`src/rtl/uart_cmd_parser.sv`:
```
// Command-frame parser behind the UART receiver.
// Turns HEAD0 HEAD1 ADDR DATA CHK byte frames into single register-write pulses.
module uart_cmd_parser #(
  parameter logic [7:0]  HEAD0   = 8'h55,
  parameter logic [7:0]  HEAD1   = 8'hAA,
  parameter int unsigned TIMEOUT = 200
) (
  input  logic       clk,
  input  logic       rst_n,
  input  logic       rx_vld,
  input  logic [7:0] rx_data,
  output logic       wr_en,
  output logic [7:0] wr_addr,
  output logic [7:0] wr_data,
  output logic       err,
  output logic [1:0] err_code,
  output logic       busy
);

  localparam int unsigned CNT_W = $clog2(TIMEOUT) + 1;

  typedef enum logic [2:0] {
    S_IDLE,
    S_H1,
    S_ADDR,
    S_DATA,
    S_CHK
  } state_t;

  state_t           state, state_nxt;
  logic [CNT_W-1:0] cnt, cnt_nxt;
  logic [7:0]       addr_q, addr_nxt;
  logic [7:0]       data_q, data_nxt;
  logic [7:0]       sum;
  logic             wr_en_nxt, err_nxt;
  logic [7:0]       wr_addr_nxt, wr_data_nxt;
  logic [1:0]       err_code_nxt;

  assign busy = (state != S_IDLE);
  assign sum  = addr_q + data_q;

  always_ff @(posedge clk or negedge rst_n) begin
    if (!rst_n) begin
      state    <= S_IDLE;
      cnt      <= '0;
      addr_q   <= '0;
      data_q   <= '0;
      wr_en    <= 1'b0;
      wr_addr  <= '0;
      wr_data  <= '0;
      err      <= 1'b0;
      err_code <= '0;
    end else begin
      state    <= state_nxt;
      cnt      <= cnt_nxt;
      addr_q   <= addr_nxt;
      data_q   <= data_nxt;
      wr_en    <= wr_en_nxt;
      wr_addr  <= wr_addr_nxt;
      wr_data  <= wr_data_nxt;
      err      <= err_nxt;
      err_code <= err_code_nxt;
    end
  end

  always_comb begin
    state_nxt    = state;
    cnt_nxt      = cnt;
    addr_nxt     = addr_q;
    data_nxt     = data_q;
    wr_en_nxt    = 1'b0;
    wr_addr_nxt  = wr_addr;
    wr_data_nxt  = wr_data;
    err_nxt      = 1'b0;
    err_code_nxt = err_code;

    // A byte always takes precedence over a coincident timeout expiry.
    if (rx_vld) begin
      cnt_nxt = '0;
      case (state)
        S_IDLE: if (rx_data == HEAD0) state_nxt = S_H1;
        S_H1: begin
          if (rx_data == HEAD1)      state_nxt = S_ADDR;
          else if (rx_data == HEAD0) state_nxt = S_H1;
          else                       state_nxt = S_IDLE;
        end
        S_ADDR: begin
          addr_nxt  = rx_data;
          state_nxt = S_DATA;
        end
        S_DATA: begin
          data_nxt  = rx_data;
          state_nxt = S_CHK;
        end
        S_CHK: begin
          state_nxt = S_IDLE;
          if (rx_data == sum) begin
            wr_en_nxt   = 1'b1;
            wr_addr_nxt = addr_q;
            wr_data_nxt = data_q;
          end else begin
            err_nxt      = 1'b1;
            err_code_nxt = 2'b01;
          end
        end
        default: state_nxt = S_IDLE;
      endcase
    end else if (state == S_IDLE) begin
      cnt_nxt = '0;
    end else if (cnt == CNT_W'(TIMEOUT - 1)) begin
      state_nxt    = S_IDLE;
      cnt_nxt      = '0;
      err_nxt      = 1'b1;
      err_code_nxt = 2'b10;
    end else begin
      cnt_nxt = cnt + CNT_W'(1);
    end
  end

endmodule

```
`config.mk`:
```
export PLATFORM = sky130hd
export DESIGN_NAME = uart_cmd_parser
export DESIGN_NICKNAME = d
export VERILOG_FILES = /design/src/rtl/uart_cmd_parser.sv
export SDC_FILE = /design/constraint.sdc
export NUM_CORES = 1
export LEC_CHECK = 0
export ABC_CLOCK_PERIOD_IN_PS = 3040
export CORE_MARGIN = 2
export CORE_UTILIZATION = 30
export DETAILED_ROUTE_END_ITERATION = 6
export GPL_TIMING_DRIVEN = 0
export PLACE_DENSITY = 0.5
export SLEW_MARGIN = 40
export SYNTH_ARGS = -nofsm -noshare
export SYNTH_HDL_FRONTEND = slang
export SYNTH_SLANG_ARGS = --single-unit
```
`constraint.sdc`:
```
create_clock -name clk -period 3.04 [get_ports clk]
set_input_delay 0.304 -clock clk [delete_from_list [all_inputs] [get_ports clk]]
set_output_delay 0.304 -clock clk [all_outputs]
set_load 0.02 [all_outputs]
```
**Yosys cells after proc, flatten, opt, wreduce, memory -nomap -nowiden**

Index checks and enable logic that the tools add are counted.

- Register bits after elaboration: 48

- $add $sub $neg: 2
- Equal/unequal tests: 12
- Multiplexer cells: 23
- Reduce and logical (&&, ||, !) cells: 8

Operators by type and width:

| operator | number |
|---|---|
| $mux 9 | 3 |
| $mux 2 | 6 |
| $mux 3 | 4 |
| $pmux 3 s4 | 1 |
| $add 9x1->9 const B | 1 |
| $eq 9x8->1 const B | 1 |
| $mux 1 | 9 |
| $add 8x8->8 | 1 |
| $eq 8x7->1 const B | 1 |
| $eq 8x8->1 | 1 |
| $eq 8x8->1 const B | 1 |
| $eq 3x2->1 const B | 2 |
| $ne 2x2->1 const B | 3 |
| $reduce_and 3->1 | 2 |
| $reduce_and 2->1 | 2 |
| $reduce_and 4->1 | 1 |
| $eq 3x1->1 const B | 1 |
| $eq 3x3->1 const B | 1 |
| $logic_not 3->1 | 1 |
| $reduce_bool 3->1 | 1 |
| $ne 2x1->1 const B | 1 |
| $reduce_bool 2->1 | 1 |

**Longest topological paths before layout**

Gate-level depths: netlist of run 1.

- Depth in word-level cells: 5
- Depth in mapped cells: 10
- Gate-level depth less buffers: 8

**Least setup slack after synthesis of run 1**

No wires, ideal clock.

- Path type: flip-flop to flip-flop
- Start: register addr_q[0]
- End: register wr_addr[2]
- Setup time: 0.125 ns
- Data arrival time: 2.510 ns
- Required time: 2.915 ns
- Slack: 0.405 ns
- Cell stages (with the launch flop): 11
- Clock period less this slack: 2.635 ns
- Path through: dfrtp_1 -> ha_1 -> fa_1 -> a211oi_2 -> o21bai_2 -> a21oi_2 -> xnor2_1 -> nor4bb_1 -> buf_4 -> buf_12 -> mux2_4

- Cells in the longest elaborated chain, start to end: 3

Ends and longest elaborated chain:

| what | line | RTL |
|---|---|---|
| start: declaration | 32 | `logic [7:0] addr_q, addr_nxt;` |
| start signal: assignment | 56 | `addr_q <= addr_nxt;` |
| $add 8x8->8 | 40 | `assign sum = addr_q + data_q;` |
| $eq 8x8->1 | 97 | `if (rx_data == sum) begin` |
| $reduce_and 3->1 (no source line) | -- |  |
| end signal: assignment | 59 | `wr_addr <= wr_addr_nxt;` |
| end: declaration | 13 | `output logic [7:0] wr_addr,` |

No other way between the ends.
A chain may end at the register's enable or synchronous reset.

**Worst setup path in the final report of run 1**

- Start: register addr_q[0]
- End: register wr_data[0]

- Cells in the longest elaborated chain, start to end: 3

Ends and longest elaborated chain:

| what | line | RTL |
|---|---|---|
| $add 8x8->8 | 40 |  |
| $eq 8x8->1 | 97 |  |
| $reduce_and 3->1 (no source line) | -- |  |
| end signal: assignment | 60 | `wr_data <= wr_data_nxt;` |
| end: declaration | 14 | `output logic [7:0] wr_data,` |

No other way between the ends.

==> metrics.txt, run 1 <==
post-synthesis async set-or-reset flop share=1.00; clock root buffer master=sky130_fd_sc_hd__clkbuf_8; outcome=finished, final reports clean; most used flip-flop cell after synthesis=sky130_fd_sc_hd__dfrtp_1; shortest clock period the worst path allows after layout=2870 ps; Worst Tran Pin Value=596 ps; pin count of the biggest net entering global routing=38; PD cells=384 nW/um^2; RR Endpoint=wr_data[0]; type of the tightest min-delay check=in -> async; Routed WL=4.61 mm; layout cell share with drive strength beyond 1=0.224; Max Root-Sink Buffers=2; portion of the clock cycle consumed by the worst path in the final layout=0.943; cell count of the worst reg-to-reg path=10; maximum clock skew at final layout=11.3 ps; GRT Resource Usage Total=0.119; Yosys warnings=0; antenna violations before repair=0; Synth Instances=192; wire length of the first global-routing pass=8.07 mm; Finish-stage setup viols=0; Diodes inserted=0; average routed wire per standard cell=13.6 microns; area grow syn2layout=25.3%; total number of clock tree sinks=48; TritonCTS clock tree=done; die span in y=93.1 microns; startpoint types=flop; number of nets at the end of the flow=256; PortBufs=31; count of unique library cells instantiated by Yosys=35; number of detailed-routing iterations run before antenna repair=4; standard cell core area=7690 sq um; vias in the first global route=1630; Arrival @ worst endpoint=3050 ps; CP Max Fanout=10; reg2reg setup slack=170 ps; ports placed on the boundary=32; reg2reg start=addr_q[0]; Hold Violations, Final=0; most common library cell in the layout ignoring fill and taps=sky130_fd_sc_hd__dfrtp_1; die area=8660 sq um; HPWL after detailed placement=3.34 mm; count of routing violations after the opening detailed-route iteration=46; final core utilization=0.388; Register Area=1200 sq um; Peak VDD IR=0.173 mV; via/cell ratio=4.66; most used cells in the layout excluding fill and tap cells=48 x sky130_fd_sc_hd__dfrtp_1, 30 x sky130_fd_sc_hd__clkdlybuf4s50_1, 23 x sky130_fd_sc_hd__mux2_2; remaining design rule violation count=0; EDFF count, synth=0; Starting Density=0.310; final setup slack of the worst path=174 ps; f_max=349 MHz; clock buffer count from CTS=5; Final Max Slew Viols=0; number of H-tree levels=2; LEAKAGE=1.39 nW; flip-flop and latch count after synthesis=48; total grt overflow=0; setup slack at placement=121 ps; part of the Yosys area used for sequential elements=0.505; summed instance area of the synthesized netlist=2380 sq um; mean area per synthesized cell=12.4 sq um; first element of the critical path=addr_q[0]; total area of multi-input combinational cells=1160 sq um; max capacitance violation total=0; CP endpoint kind=flop; number of core rows=32; die span in x=93.1 microns; WP data required=3220 ps; Worst Setup Path Type=reg -> reg; number of nets in the synthesized netlist=212; last weighted congestion value of the routability-driven placer=0.842; Filler Cells Inserted=768; post-CTS clock slew at the launch and capture registers of the worst setup and hold paths=80 ps; vias after detailed routing=1581; relative max-transition margin=0.601; Clk Latency, worst-skew pair=300 ps; number of nets still failing antenna checks after routing=0
-- repair_timing --
item,CTS,global route
endpoints found under the setup margin,0,9
buffers inserted,0,4
endpoints found under the hold margin,11,0
resized for setup,0,2
hold buffers,1,0
-- sequential cells by signal, indices dropped and copies added (netlist names) --
signal and count:
addr_q 8, data_q 8, wr_addr 8, err_code 2, err 1, wr_data 8, cnt 9, state 3
wr_en 1
-- stage by stage --
| step | power (mW) | cell area, sq um | setup TNS (ps) | hold slack (ps) | instances |
|---|---|---|---|---|---|
| finish | 1.14 | 2980 | 0 | 385 | 339 |
| global placement | 0.762 | 2820 | 0 | 455 | 325 |
| CTS | 1.16 | 2940 | 0 | 388 | 335 |
| detailed placement | 0.765 | 2840 | 0 | 158 | 326 |
| floorplan | 0.718 | 2380 | 0 | 8.41 | 192 |
| global route | 1.20 | 2980 | -56.9 | 403 | 339 |
-- critical path, stage by stage, from the launching register on --
cell	delay, ps
sky130_fd_sc_hd__dfrtp_1	410
sky130_fd_sc_hd__ha_1	250
sky130_fd_sc_hd__fa_1	430
sky130_fd_sc_hd__a211oi_2	310
sky130_fd_sc_hd__nor2_1	100
sky130_fd_sc_hd__xnor2_1	140
sky130_fd_sc_hd__nor3_2	150
sky130_fd_sc_hd__nor4bb_4	310
sky130_fd_sc_hd__buf_4	200
sky130_fd_sc_hd__buf_12	160
sky130_fd_sc_hd__mux2_4	300
-- logic make-up (layout without fill, tap and decap cells) --
kind of cell	count (synthesis)	in the layout	share of synthesized area
AOI/OAI and AO/OA	23	23	0.0678
adders and majority gates	9	9	0.0505
and+or+nand+nor	55	55	0.121
muxes	32	32	0.166
DFF	48	48	0.505
buffers and inverters	5	50	0.0163
xor gates and xnor gates	20	20	0.0736
-- cell type report --
class                           instances  area share
Sequential cell                        48       0.403
Multi-Input combinational cell        139       0.388
Timing Repair Buffer                   37       0.123
Tap cell                              102      0.0428
Clock buffer                            8      0.0302
Buffer                                  3      0.0105
Inverter                                2     0.00252
-- synth_stat cells, types with 2 or more instances --
| master | instances | share of area |
|---|---|---|
| sky130_fd_sc_hd__dfrtp_1 | 48 | 0.50 |
| sky130_fd_sc_hd__mux2_2 | 23 | 0.11 |
| sky130_fd_sc_hd__nor2_1 | 17 | 0.027 |
| sky130_fd_sc_hd__xnor2_1 | 15 | 0.055 |
| sky130_fd_sc_hd__mux2_4 | 9 | 0.057 |
| sky130_fd_sc_hd__nand2_1 | 9 | 0.014 |
| sky130_fd_sc_hd__nand3_1 | 9 | 0.019 |
| sky130_fd_sc_hd__ha_1 | 8 | 0.042 |
| sky130_fd_sc_hd__a21oi_1 | 7 | 0.015 |
| sky130_fd_sc_hd__o21ai_0 | 6 | 0.013 |
| sky130_fd_sc_hd__xor2_1 | 5 | 0.018 |
| sky130_fd_sc_hd__nor4bb_1 | 4 | 0.017 |
| sky130_fd_sc_hd__a21o_1 | 3 | 0.0095 |
| sky130_fd_sc_hd__nand4_1 | 3 | 0.0079 |
| sky130_fd_sc_hd__and2_1 | 2 | 0.0053 |
| sky130_fd_sc_hd__inv_1 | 2 | 0.0032 |
| sky130_fd_sc_hd__nand2b_1 | 2 | 0.0053 |
| sky130_fd_sc_hd__nor2b_1 | 2 | 0.0053 |
| sky130_fd_sc_hd__or3_1 | 2 | 0.0053 |
-- power breakdown --
group          leakage, nW  switching (mW)  internal (mW)  total [mW]
logic                0.680          0.0507         0.0484      0.0991
registers            0.665         0.00805          0.647       0.655
clock network       0.0455           0.205          0.186       0.391
-- worst max-delay path by stage --
stage	to	slack, ps	cells after the start
5_1_grt	wr_addr[3]	-10	10
3_3_place_gp	wr_addr[3]	120	10
6_report	wr_data[0]	170	10
4_1_cts	wr_addr[7]	80	10
2_1_floorplan	wr_addr[2]	410	10
3_5_place_dp	wr_addr[3]	120	10
-- routing by layer --
metal | up-vias | track usage | wire length [microns]
li1 | 774 | - | -
met1 | 778 | 0.158 | 2180
met2 | 23 | 0.189 | 2210
met3 | 6 | 0.0338 | 178
met4 | 0 | 0.0331 | 46
met5 | - | 0 | 0
No activity file was read; power rests on OpenSTA's default activity.
==> inputs of run 2 (changes only) <==
--- a/config.mk
+++ b/config.mk
@@ -11,7 +11,6 @@
 export DETAILED_ROUTE_END_ITERATION = 6
 export GPL_TIMING_DRIVEN = 0
 export PLACE_DENSITY = 0.5
-export SLEW_MARGIN = 40
 export SYNTH_ARGS = -nofsm -noshare
 export SYNTH_HDL_FRONTEND = slang
 export SYNTH_SLANG_ARGS = --single-unit
==> run 2 against run 1 <==
- combinational power is 0.5% lower
- wire length is 0.35% higher
- cell count stayed put
- largest cell class unchanged
- highest routed layer unchanged
==> metrics.txt, run 2 (synthesized netlist as in run 1, its figures left out) <==
standard cell core area=7690 sq um (unchanged); post-CTS clock slew at the launch and capture registers of the worst setup and hold paths=80 ps (about the same); layout cell share with drive strength beyond 1=0.219 (-0.00422); outcome=finished, final reports clean; WP data required=3220 ps (about the same); Starting Density=0.310 (unchanged); CP endpoint kind=flop; LEAKAGE=1.39 nW (about the same); Clk Latency, worst-skew pair=300 ps (about the same); Routed WL=4.63 mm (+0.35%); startpoint types=flop; total number of clock tree sinks=48 (unchanged); flip-flop count of the largest register after layout=9 (unchanged); pin count of the biggest net entering global routing=38 (unchanged); clock root buffer master=sky130_fd_sc_hd__clkbuf_8; HPWL after detailed placement=3.35 mm (about the same); Min Hold Slack=419 ps (+33.9 ps); portion of the clock cycle consumed by the worst path in the final layout=0.942 (about the same); Worst Tran Pin Value=884 ps (+288 ps); Hold Violations, Final=0 (unchanged); die area=8660 sq um (unchanged); average routed wire per standard cell=13.7 microns (+0.35%); total negative slack=0 ps (unchanged); number of nets at the end of the flow=256 (unchanged); number of H-tree levels=2 (unchanged); total instance count after detailed placement=326 (unchanged); vias in the first global route=1633 (+0.18%); internal cell power=881 uW (about the same); Final Max Slew Viols=0 (unchanged); GRT Resource Usage Total=0.119 (+0.000344); Diodes inserted=0 (unchanged); part of the total power dissipated in combinational logic=0.086 (about the same); CP Max Fanout=10 (unchanged); PortBufs=31 (unchanged); Arrival @ worst endpoint=3050 ps (about the same); f_max=349 MHz (about the same); last weighted congestion value of the routability-driven placer=0.842 (unchanged); number of core rows=32 (unchanged); count of routing violations after the opening detailed-route iteration=48 (+4.3%); die span in y=93.1 microns (unchanged); ports placed on the boundary=32 (unchanged); PD cells=385 nW/um^2 (+0.23%); shortest clock period the worst path allows after layout=2860 ps (-1.72 ps); Max Root-Sink Buffers=2 (unchanged); antenna violations before repair=0 (unchanged); max capacitance violation total=0 (unchanged); die span in x=93.1 microns (unchanged); Biggest register=cnt; non-filler cells in the finished layout=339 (unchanged); maximum clock skew at final layout=10.1 ps (-1.25 ps); number of detailed-routing iterations run before antenna repair=4 (unchanged); Worst Setup Path Type=reg -> reg; type of the tightest min-delay check=in -> async; most common library cell in the layout ignoring fill and taps=sky130_fd_sc_hd__dfrtp_1; clock share of power=0.342 (about the same); Finish-stage setup viols=0 (unchanged); vias after detailed routing=1593 (+0.76%); TritonCTS clock tree=done; clock buffer count from CTS=5 (unchanged); total grt overflow=0 (unchanged); remaining design rule violation count=0 (unchanged); area grow syn2layout=25.1%; most used cells in the layout excluding fill and tap cells=48 x sky130_fd_sc_hd__dfrtp_1, 30 x sky130_fd_sc_hd__clkdlybuf4s50_1, 23 x sky130_fd_sc_hd__mux2_2; wire length of the first global-routing pass=8.09 mm (+0.25%); via/cell ratio=4.70 (+0.76%); relative max-transition margin=0.408 (-0.193); sequential power share=0.572 (about the same); net switching component of the power=265 uW (+0.41%); Peak VDD IR=0.173 mV (about the same); number of nets still failing antenna checks after routing=0 (unchanged); fraction of power spent switching nets=0.231 (+0.000809); Filler Cells Inserted=771 (+0.39%)
run 2: metrics by stage:
stage / utilization / cell area [sq um] / setup WS (ps) / total power, mW
3_3_place_gp: 0.367 / 2820 / 122 / 0.762
5_1_grt: 0.387 / 2980 / -10.4 / 1.20
3_5_place_dp: 0.368 / 2830 / 121 / 0.765
2_1_floorplan: - / 2380 / 405 / 0.718
4_1_cts: 0.382 / 2930 / 79.5 / 1.16
6_report: 0.387 / 2980 / 176 / 1.15
run 2: metal layers:
metal	GRT usage	up-vias	wire (microns)
met5	0	-	0
met4	0.0331	0	36
met3	0.0338	4	193
met2	0.190	27	2220
met1	0.159	790	2180
li1	-	772	-
run 2: path summary, 6_finish.rpt:
check                                from          to  slack (ps)  cells after the start
worst max-delay path            addr_q[0]  wr_data[0]         180                     10
worst min-delay path                rst_n      cnt[4]         420                      2
worst max register to register  addr_q[0]  wr_data[0]         180                     10
worst min register to register     cnt[0]      cnt[0]         460                      1
max in group asynchronous           rst_n   data_q[7]        2130                      3
min in group clk                   cnt[0]      cnt[0]         460                      1
run 2: worst max-delay path: stages (launching register included):
cell and delay [ps]:
sky130_fd_sc_hd__dfrtp_1 410, sky130_fd_sc_hd__ha_1 250, sky130_fd_sc_hd__fa_1 430, sky130_fd_sc_hd__a211oi_2 310, sky130_fd_sc_hd__nor2_1 100, sky130_fd_sc_hd__xnor2_1 140, sky130_fd_sc_hd__nor3_2 150, sky130_fd_sc_hd__nor4bb_4 310
sky130_fd_sc_hd__buf_4 200, sky130_fd_sc_hd__buf_12 160, sky130_fd_sc_hd__mux2_4 300
run 2: final cells by class:
cell class / count / area [sq um] / share of cell area
inverter: 2 / 7.51 / 0.00252
sequential: 48 / 1200 / 0.403
tap: 102 / 128 / 0.0429
clock buffer: 8 / 90.1 / 0.0303
timing repair buffer: 37 / 365 / 0.123
buffer: 3 / 31.3 / 0.0105
multi-input combinational: 139 / 1150 / 0.388
run 2: what timing repair did:
item / 4_1_cts / 5_1_grt
gates resized for setup: 0 / 2
hold endpoints to repair: 11 / 0
setup endpoints to repair: 0 / 9
hold buffers: 1 / 0
setup buffers: 0 / 4
run 2: power by group through the flow:
stage | combinational, mW | clock (mW) | sequential, mW
floorplan | 0.0527 | 0 | 0.666
global placement | 0.0942 | 0 | 0.668
detailed placement | 0.0970 | 0 | 0.668
CTS | 0.0989 | 0.411 | 0.655
global route | 0.113 | 0.435 | 0.657
finish | 0.0986 | 0.392 | 0.655
==> RTL edit 1 (config.mk and constraints of run 2) <==
The 5 states of `state_t` get a one-hot encoding in 5 bits.
--- a/src/rtl/uart_cmd_parser.sv
+++ b/src/rtl/uart_cmd_parser.sv
@@ -21,8 +21,8 @@
 
-  typedef enum logic [2:0] {
-    S_IDLE,
-    S_H1,
-    S_ADDR,
-    S_DATA,
-    S_CHK
+  typedef enum logic [4:0] {
+    S_IDLE = 5'b00001,
+    S_H1   = 5'b00010,
+    S_ADDR = 5'b00100,
+    S_DATA = 5'b01000,
+    S_CHK  = 5'b10000
   } state_t;
Formal check against the unedited RTL: no difference found for any inputs over 4 cycles, from zero or initial values and one cycle with rst_n low; so few cycles prove little.
==> RTL edit 1 against run 2 <==
Worst hold slack improved by 62 ps. Design area rose by 6.0%. Area after synthesis rose by 7.0%. Wire length increased by 9.0%. Critical path depth is the same. Worst setup slack better by 27 ps. Synthesized cell count increased by 9.4%. Sequential cell count grew 2.
Power is not compared: it rests on default switching activity, and its combinational part moved more than twofold at a synthesized area within 25%.
==> RTL edit 1: results (changes against run 2) <==
largest net degree at the start of global routing -> 28 (-26%)
Place WS -> 67.30 ps (-53.59 ps)
maximum VDD drop -> 0.0001783 V
Hold-fix buffers, CTS -> 1 (unchanged)
placed cells -> 347 (+6.4%)
FFs & Latches -> 50 (+4.2%)
#MultiIn Comb -> 153 (+10%)
Mapped Cells -> 210 (+9.4%)
routed vias -> 1697 (+6.5%)
NonClk Buf Share -> 12.57% (-0.75 points)
share of layout cells above drive strength 1 -> 21.26% (-0.68 points)
Synth area leaders -> dfrtp_1 48%, mux2_2 9.7%, mux2_4 5.9%
Post-Layout Cell Count -> 359 (+5.9%)
FF-to-FF End -> wr_addr[3]
Hold Crit Class -> reg -> reg
routability congestion estimate -> 0.8458 (+0.50%)
post-synth design cell area -> 0.002547 mm2 (+7.0%)
delay-heaviest family, CP -> compound AO/OA/AOI/OAI gates
status -> completed
Final nets -> 273 (+6.6%)
All-Layer GR Usage -> 12.25% (+0.35 points)
Worst Path Arrival -> 3030 ps (-20 ps)
Ant. Diodes -> 0 (unchanged)
Post-synth top cells -> 49 x dfrtp_1, 22 x mux2_2, 20 x nand2_1, 14 x nor2_1
hpwl dp -> 3.703 mm (+11%)
dpl cell area -> 0.003004 mm2 (+6.1%)
Rel. slew slack -> 59.16% (+18 points)
Crit path largest cell delay -> 410 ps (-20 ps)
Fill cells -> 818 (+6.1%)
synthesized net count -> 230 (+8.5%)
vias in the first global route -> 1795 (+9.9%)
global-route wire length before repair -> 8.825 mm (+9.1%)
Max clock buf depth -> 2 (unchanged)
Cell variety after synth -> 44 (+26%)
clock network share of area -> 3.489% (+0.46 points)
Reg clk slew, reported paths -> 90 ps
WHS -> 480.5 ps (+61.76 ps)
inverter count -> 3 (+1)
Sequential cell area -> 0.001252 mm2 (+4.3%)
Seq/Total Area, Yosys -> 49.17% (-1.3 points)
clock skew -> 4.821 ps (-5.272 ps)
Critical-path top delay cell -> dfrtp_1
cts bufs inserted -> 5 (unchanged)
Multi-input gate area -> 0.001254 mm2 (+8.6%)
CTS-repair resized insts -> 1 (+1)
==> RTL edit 1: worst max path at each step <==
stage,from,to,slack [ps],cells past startpoint
finish,addr_q[0],wr_addr[3],200,10
detailed placement,addr_q[0],wr_addr[6],70,10
floorplan,addr_q[0],wr_addr[2],290,10
CTS,addr_q[0],wr_addr[6],40,10
global placement,rst_n,wr_data[6],90,1
global route,addr_q[0],wr_addr[5],30,10
==> RTL edit 1: layer usage <==
layer	global-route usage, %	vias up	routed length (um)
li1	-	836	-
met1	16.90	830	2533
met2	19.27	24	2296
met3	2.584	7	160
met4	3.690	0	55
met5	0	-	0
==> RTL edit 1: kinds of logic after synthesis <==
logic type / synth area share [%]
AO/OA/AOI/OAI: 5.943
XOR/XNOR: 7.564
adder cells (fa/ha/maj): 4.715
buffers and inverters: 1.965
flip-flops: 49.17
multiplexers: 15.62
AND/OR/NAND/NOR: 15.03
==> RTL edit 2 (flow settings as in run 2) <==
Made on the original files. The parameter `HEAD0` goes from 8'h55 to 8'h3F.
--- a/src/rtl/uart_cmd_parser.sv
+++ b/src/rtl/uart_cmd_parser.sv
@@ -3,3 +3,3 @@
 module uart_cmd_parser #(
-  parameter logic [7:0]  HEAD0   = 8'h55,
+  parameter logic [7:0]  HEAD0   = 8'h3F,
   parameter logic [7:0]  HEAD1   = 8'hAA,
Check against the original RTL: not equivalent (Yosys sat finds a counterexample within 4 cycles, from zero or initial values and one cycle with rst_n low).
==> RTL edit 2 against run 2 <==
Design area shrank 1.6%. Area after synthesis shrank 4.3%. Die area shrank 4.1%. Power grew 3.8%. Sequential cell count is the same. Worst setup slack lost 3.8 ps. Sequential share of layout area grew 0.71 points. Cell count shrank 4.7%. Non-clock buffer count is the same. Clock power grew 28%. Wire length grew 0.43%. Critical endpoint is now wr_data[2]. Largest power group unchanged. Highest routed layer unchanged.
==> RTL edit 2: results (changes against run 2) <==
met2 Usage GRT -> 20.56% (+1.6 points)
Post-synth top cells -> 48 x dfrtp_1, 32 x mux2_2, 14 x xnor2_1, 11 x nor2_1, 8 x ha_1
post-synthesis xor/xnor area fraction -> 8.077% (+0.72 points)
mean area per synthesized cell -> 12.72 um2 (+2.6%)
pwr/cell area -> 406.0 mW/mm2 (+5.6%)
status -> completed
Synth area leaders -> dfrtp_1 53%, mux2_2 16%, xnor2_1 5.4%
share of layout cells above drive strength 1 -> 24.11% (+2.2 points)
Total Wirelength -> 4.648 mm (+0.43%)
post-layout min period -> 2868 ps (+3.835 ps)
largest net degree at the start of global routing -> 29 (-24%)
routed vias -> 1517 (-4.8%)
hpwl dp -> 3.325 mm (-0.66%)
post-synthesis mux area share -> 15.82% (-0.74 points)
Slew @ Worst Pin -> 572.9 ps (-311.5 ps)
met1 Track Usage GR -> 16.20% (+0.34 points)
vias in the first global route -> 1646 (+0.80%)
global-route met3 utilization -> 2.573% (-0.81 points)
Clock Power Share -> 42.1% (+7.9 points)
Critical-path top delay cell -> dfrtp_2
Final nets -> 243 (-5.1%)
Adder-Cell Fraction of Synth Area -> 5.275% (+0.23 points)
Fill cells -> 745 (-3.4%)
All-Layer GR Usage -> 12.26% (+0.37 points)
Seq/Total Area, Yosys -> 52.75% (+2.3 points)
Place WS -> -342.5 ps (-463.4 ps)
compound-cell area share of the yosys netlist -> 6.758% (-0.024 points)
==> RTL edit 2: cell count changes after synthesis, sizes merged, moves of 2 or more <==
cell,before,now
nand4b,0,2
nand4,3,1
a21o,3,1
nor2,17,11
nor4b,0,2
nand2,9,7
nor4bb,4,0
a21oi,8,3
nor3,1,4
o31ai,0,3
nand3,9,6
xor2,5,7
or3,2,0
==> RTL edit 2: final cells by class <==
cell class,instances,area (um2),area share (%)
flip-flops and latches,48,1202,41.05
inverters,2,7.507,0.2563
clock inverters,1,30.03,1.025
clock buffers,7,96.34,3.289
well taps,99,123.9,4.229
repair buffers,37,372.9,12.73
multi-input cells,126,1077,36.78
plain buffers,3,18.77,0.6408
==> RTL edit 2: worst max-delay path by stage <==
stage,start,end
6_report,data_q[0],wr_data[2]
3_3_place_gp,data_q[0],wr_addr[3]
4_1_cts,data_q[0],wr_data[2]
3_5_place_dp,data_q[0],wr_addr[2]
2_1_floorplan,addr_q[0],wr_addr[2]
5_1_grt,addr_q[0],wr_data[6]
